[config.mk]
export PLATFORM = sky130hd
export DESIGN_NAME = uart_tx_flat
export DESIGN_NICKNAME = d
export VERILOG_FILES = /design/src/rtl/uart_tx_if.sv /design/src/rtl/uart_tx.sv /design/src/flat_wrapper.sv
export SDC_FILE = /design/constraint.sdc
export NUM_CORES = 1
export LEC_CHECK = 0
export BUFFER_PORTS_ARGS = -buffer_cell sky130_fd_sc_hd__buf_2
export CAP_MARGIN = 20
export CORE_MARGIN = 3
export CORE_UTILIZATION = 40
export CTS_CLUSTER_DIAMETER = 100
export DETAILED_ROUTE_END_ITERATION = 12
export HOLD_SLACK_MARGIN = 0.08
export PLACE_DENSITY = 0.63
export SLEW_MARGIN = 20
export SYNTH_ARGS = -nofsm -noshare
export SYNTH_HDL_FRONTEND = slang
export SYNTH_SLANG_ARGS = --single-unit
[constraint.sdc]
create_clock -name clock -period 1.5 [get_ports clock]
set_clock_uncertainty 0.05 [all_clocks]
set_input_delay 0 -clock clock [delete_from_list [all_inputs] [get_ports clock]]
set_output_delay 0 -clock clock [all_outputs]
set_load 0.1 [all_outputs]
[src/rtl/uart_tx_if.sv]
// Interface carrying the UART transmitter parameters and data-path signals.
// The tx modport is the transmitter's view of the link.
interface uart_tx_if #(
    parameter int width      = 8,
    parameter int baud_rate  = 9600,
    parameter int clock_freq = 460800
);
    logic             can_send_next_word;
    logic [width-1:0] data;
    logic             signal;
    logic             ready;

    modport tx (
        input  can_send_next_word,
        input  data,
        output signal,
        output ready
    );
endinterface

[src/rtl/uart_tx.sv]
// UART transmitter: start bit, LSB-first data, optional even parity, one stop bit.
// Define UART_TX_PARITY_EN to insert an even-parity bit between data and stop.
module uart_tx (
    input logic   clock,
    input logic   reset,
    uart_tx_if.tx tx_if
);
    localparam int WIDTH = tx_if.width;
    localparam int TICKS = tx_if.clock_freq / tx_if.baud_rate;
    localparam int CW    = $clog2(TICKS);
    localparam int BW    = (WIDTH > 1) ? $clog2(WIDTH) : 1;

`ifdef UART_TX_PARITY_EN
    typedef enum logic [2:0] {IDLE, START, DATA, PARITY, STOP} state_t;
`else
    typedef enum logic [1:0] {IDLE, START, DATA, STOP} state_t;
`endif

    state_t           state_reg, state_next;
    logic [CW-1:0]    tick_reg, tick_next;
    logic [BW-1:0]    bit_reg, bit_next;
    logic [WIDTH-1:0] shift_reg, shift_next;
    logic             signal_reg, signal_next;
    logic             ready_reg, ready_next;
    logic             accept;
    logic             tick_last;
    logic             bit_last;
`ifdef UART_TX_PARITY_EN
    logic             parity_reg, parity_next;
`endif

    assign tick_last    = (tick_reg == CW'(TICKS - 1));
    assign bit_last     = (bit_reg == BW'(WIDTH - 1));
    assign tx_if.signal = signal_reg;
    assign tx_if.ready  = ready_reg;

    // Outputs are computed from the next state so the line is driven straight from flops.
    always_comb begin
        state_next  = state_reg;
        tick_next   = tick_reg;
        bit_next    = bit_reg;
        shift_next  = shift_reg;
        signal_next = signal_reg;
        ready_next  = ready_reg;
        accept      = 1'b0;
`ifdef UART_TX_PARITY_EN
        parity_next = parity_reg;
`endif
        case (state_reg)
            IDLE: begin
                signal_next = 1'b1;
                ready_next  = 1'b1;
                accept      = tx_if.can_send_next_word;
            end
            START: begin
                if (tick_last) begin
                    tick_next   = '0;
                    state_next  = DATA;
                    signal_next = shift_reg[0];
                end else begin
                    tick_next = tick_reg + CW'(1);
                end
            end
            DATA: begin
                if (tick_last) begin
                    tick_next = '0;
                    if (bit_last) begin
                        bit_next = '0;
`ifdef UART_TX_PARITY_EN
                        state_next  = PARITY;
                        signal_next = parity_reg;
`else
                        state_next  = STOP;
                        signal_next = 1'b1;
                        ready_next  = 1'b1;
`endif
                    end else begin
                        bit_next    = bit_reg + BW'(1);
                        shift_next  = shift_reg >> 1;
                        signal_next = shift_next[0];
                    end
                end else begin
                    tick_next = tick_reg + CW'(1);
                end
            end
`ifdef UART_TX_PARITY_EN
            PARITY: begin
                if (tick_last) begin
                    tick_next   = '0;
                    state_next  = STOP;
                    signal_next = 1'b1;
                    ready_next  = 1'b1;
                end else begin
                    tick_next = tick_reg + CW'(1);
                end
            end
`endif
            STOP: begin
                if (tick_last) begin
                    tick_next  = '0;
                    state_next = IDLE;
                    accept     = tx_if.can_send_next_word;
                end else begin
                    tick_next = tick_reg + CW'(1);
                end
            end
            default: begin
                state_next  = IDLE;
                tick_next   = '0;
                bit_next    = '0;
                signal_next = 1'b1;
                ready_next  = 1'b1;
            end
        endcase

        // A request can only land in IDLE or on the last stop-bit cycle.
        if (accept) begin
            state_next  = START;
            tick_next   = '0;
            bit_next    = '0;
            shift_next  = tx_if.data;
            signal_next = 1'b0;
            ready_next  = 1'b0;
`ifdef UART_TX_PARITY_EN
            parity_next = ^tx_if.data;
`endif
        end
    end

    always_ff @(posedge clock) begin
        if (reset) begin
            state_reg  <= IDLE;
            tick_reg   <= '0;
            bit_reg    <= '0;
            shift_reg  <= '0;
            signal_reg <= 1'b1;
            ready_reg  <= 1'b1;
`ifdef UART_TX_PARITY_EN
            parity_reg <= 1'b0;
`endif
        end else begin
            state_reg  <= state_next;
            tick_reg   <= tick_next;
            bit_reg    <= bit_next;
            shift_reg  <= shift_next;
            signal_reg <= signal_next;
            ready_reg  <= ready_next;
`ifdef UART_TX_PARITY_EN
            parity_reg <= parity_next;
`endif
        end
    end
endmodule

[src/flat_wrapper.sv]
// flat-port wrapper written by rule: the top's interface ports become plain ports
module uart_tx_flat 
  (clock, reset, tx_if_can_send_next_word, tx_if_data, tx_if_signal, tx_if_ready);
  uart_tx_if #(.width(8), .baud_rate(9600), .clock_freq(460800)) tx_if_i ();
  input logic clock;
  input logic reset;
  input wire logic [$bits(tx_if_i.can_send_next_word)-1:0] tx_if_can_send_next_word;
  input wire logic [$bits(tx_if_i.data)-1:0] tx_if_data;
  output wire logic [$bits(tx_if_i.signal)-1:0] tx_if_signal;
  output wire logic [$bits(tx_if_i.ready)-1:0] tx_if_ready;
  assign tx_if_i.can_send_next_word = tx_if_can_send_next_word;
  assign tx_if_i.data = tx_if_data;
  assign tx_if_signal = tx_if_i.signal;
  assign tx_if_ready = tx_if_i.ready;
  uart_tx u_core (.clock(clock), .reset(reset), .tx_if(tx_if_i));
endmodule
==> results.json <==
{
  "outcome": "finished, violations left",
  "failed_checks": "setup timing",
  "syn_inst": 123,
  "cts_made_buffers": 3,
  "clk_latency_ns": 0.32,
  "die-area_um2": 3490,
  "rrSetupSlack_ns": -0.22,
  "io_buffers": 12,
  "wl_um": 3350,
  "firstDrtPassIters": 5,
  "finalWorstSetupSlack_ns": -0.216,
  "die_y_um": 59.1,
  "nets": 192,
  "dp_hpwl_um": 1960,
  "grt_usage_pct": 19.8,
  "worst_pin_slew_ns": 0.483,
  "drive_gt1_share_pct": 48.8,
  "multi_input_area_um2": 885,
  "rows": 18,
  "vias": 1158,
  "grt_first_pass_wirelength_um": 5300,
  "pin_count": 13,
  "largest_register_ff_count": 8,
  "synth-seq-cells": 21,
  "syn_area_um2": 1130,
  "setup-violations-final": 20,
  "p_leak_nw": 0.705,
  "post_drt_wl_per_cell_um": 16.6,
  "period_minus_slack_ns": 1.72,
  "via_per_inst": 5.73,
  "initial_utilization_pct": 43.9,
  "ant_nets": 0,
  "synth_edf_count": 0,
  "synth_nets": 142,
  "crit_arrival_ns": 1.87,
  "slew_headroom_pct": 68.1,
  "fill_cells": 201,
  "cts_max_level": 1,
  "die_w_um": 59.1,
  "crit_type": "flip-flop to flip-flop",
  "dpl_worst_slack_ns": -0.209,
  "coreArea_um2": 2570,
  "cp.required_ns": 1.65,
  "finalCritPeriodShare_pct": 114,
  "hold_violations": 0,
  "dp_cells": 182,
  "maxCapViolations": 0,
  "hp-class": "primary input to flip-flop",
  "drt_iter0_markers": 52,
  "rsz0062_at_grt": "yes",
  "cp_max_fo": 8,
  "cts_max_path_buffers": 2,
  "synth_cell_types": 38,
  "synth-seq-area-share_pct": 37.3,
  "root_buffer": "clkbuf_4",
  "irDropWorstVdd_mv": 1.53,
  "drv_slew": 0,
  "grt_max_degree": 13,
  "synth_top_area_cell": "dfxtp_1",
  "final_cells": 202,
  "gp_congestion": 0.788,
  "ys_top_cells_by_area": "dfxtp_1 37%, ha_1 8.9%, mux2i_1 8.0%",
  "ff_latch_area_um2": 434,
  "ys_warn_count": 0,
  "p_per_area_nw_per_um2": 1630,
  "cts_tree": "yes",
  "cts_sinks": 21,
  "synth_ff_type": "dfxtp_1",
  "syn-mean-instance-area_um2": 9.17,
  "synthToLayoutAreaGrowth_pct": 58.9,
  "drc": 0,
  "clkTransAtPathRegs_ns": 0.12,
  "yosysTopAreaCellShare_pct": 37.3,
  "antenna_found_initial": 0,
  "layout_commonest_cell": "buf_4",
  "grt.overflow.total": 0,
  "finalPower_mw": 2.92,
  "cp-start-kind": "flip-flop",
  "fin_tns_setup_ns": -1.68,
  "grt_pass1_vias": 1161,
  "diodes": 0,
  "fmax_mhz": 583,
  "cp-end-kind": "flip-flop",
  "synth-async-reset-ratio_pct": 0,
  "final_cell_mix": "20 x buf_4, 14 x dfxtp_1, 12 x buf_2"
}
metrics by stage:
step | instance area, µm² | utilization [%] | hold slack, ns
2_1_floorplan | 1190 | - | 0.0120
3_3_place_gp | 1430 | 55.8 | 0.157
3_5_place_dp | 1430 | 55.8 | 0.174
4_1_cts | 1680 | 65.4 | 0.280
5_1_grt | 1790 | 69.8 | 0.289
6_report | 1790 | 69.8 | 0.279
worst max-delay path, stage by stage, from the launching register on:
cell      delay [ns]
dfxtp_2         0.36
ha_4            0.16
ha_4            0.15
nand2b_4        0.13
or3_4           0.41
mux2i_1         0.22
a21oi_1         0.12
final cells by class:
cell class,instances,area share [%]
clock inverters,1,0.279
inverters,4,1.12
flip-flops and latches,21,24.2
clock buffers,3,1.26
multi-input cells,95,49.4
well taps,30,2.09
repair buffers,48,21.6
cell usage after synthesis (2+ instances only):
| cell | instances |
|---|---|
| or3_1 | 4 |
| o31ai_1 | 7 |
| a31oi_1 | 2 |
| nor2b_1 | 2 |
| a21oi_1 | 14 |
| o21bai_1 | 2 |
| nand2b_1 | 2 |
| buf_2 | 2 |
| ha_1 | 8 |
| o31a_1 | 2 |
| nand2_1 | 6 |
| o21ai_0 | 6 |
| inv_1 | 3 |
| dfxtp_1 | 21 |
| nor3_1 | 4 |
| nor2_1 | 6 |
| clkbuf_1 | 2 |
| xnor2_1 | 2 |
| mux2i_1 | 9 |
layer usage:
layer	up-vias	share of wire, %	GRT usage [%]
li1	557	-	-
met1	553	44	25.6
met2	34	49	32.8
met4	0	3.0	6.47
met5	-	0	0
met3	14	4.0	4.14
worst paths after layout:
check,startpoint,endpoint,cells after the start
hold / removal,tx_if_can_send_next_word,u_core.tx_if.signal$_SDFFE_PP1P_,6
setup reg to reg,u_core.bit_reg[1]$_SDFFE_PP0P_,u_core.shift_reg[5]$_SDFFE_PP0P_,6
hold reg to reg,u_core.shift_reg[7]$_SDFFE_PP0P_,u_core.shift_reg[7]$_SDFFE_PP0P_,2
setup / recovery,u_core.bit_reg[1]$_SDFFE_PP0P_,u_core.shift_reg[5]$_SDFFE_PP0P_,6
logic make-up (layout without fill, tap and decap cells):
family / Yosys count / count (layout) / synth area share, %
compound gates: 41 / 42 / 24.3
simple gates: 33 / 34 / 16.4
flops: 21 / 21 / 37.3
mux: 9 / 9 / 7.99
buf+inv: 9 / 56 / 3.55
fa+ha+maj: 8 / 8 / 8.88
xor+xnor: 2 / 2 / 1.55
where the power goes:
part	switching [mW]	internal, mW	leakage, nW
Clock	0.190	0.100	0.0177
Sequential	0.141	0.729	0.175
Combinational	0.948	0.816	0.513
timing repair:
item	in CTS	in global routing
pin swaps	19	10
setup endpoints to repair	21	21
endpoints found under the hold margin	10	0
gates cloned	2	0
setup buffers	3	3
resized for setup	22	26
hold buffers	9	0
No activity file was read; power rests on OpenSTA's default activity.
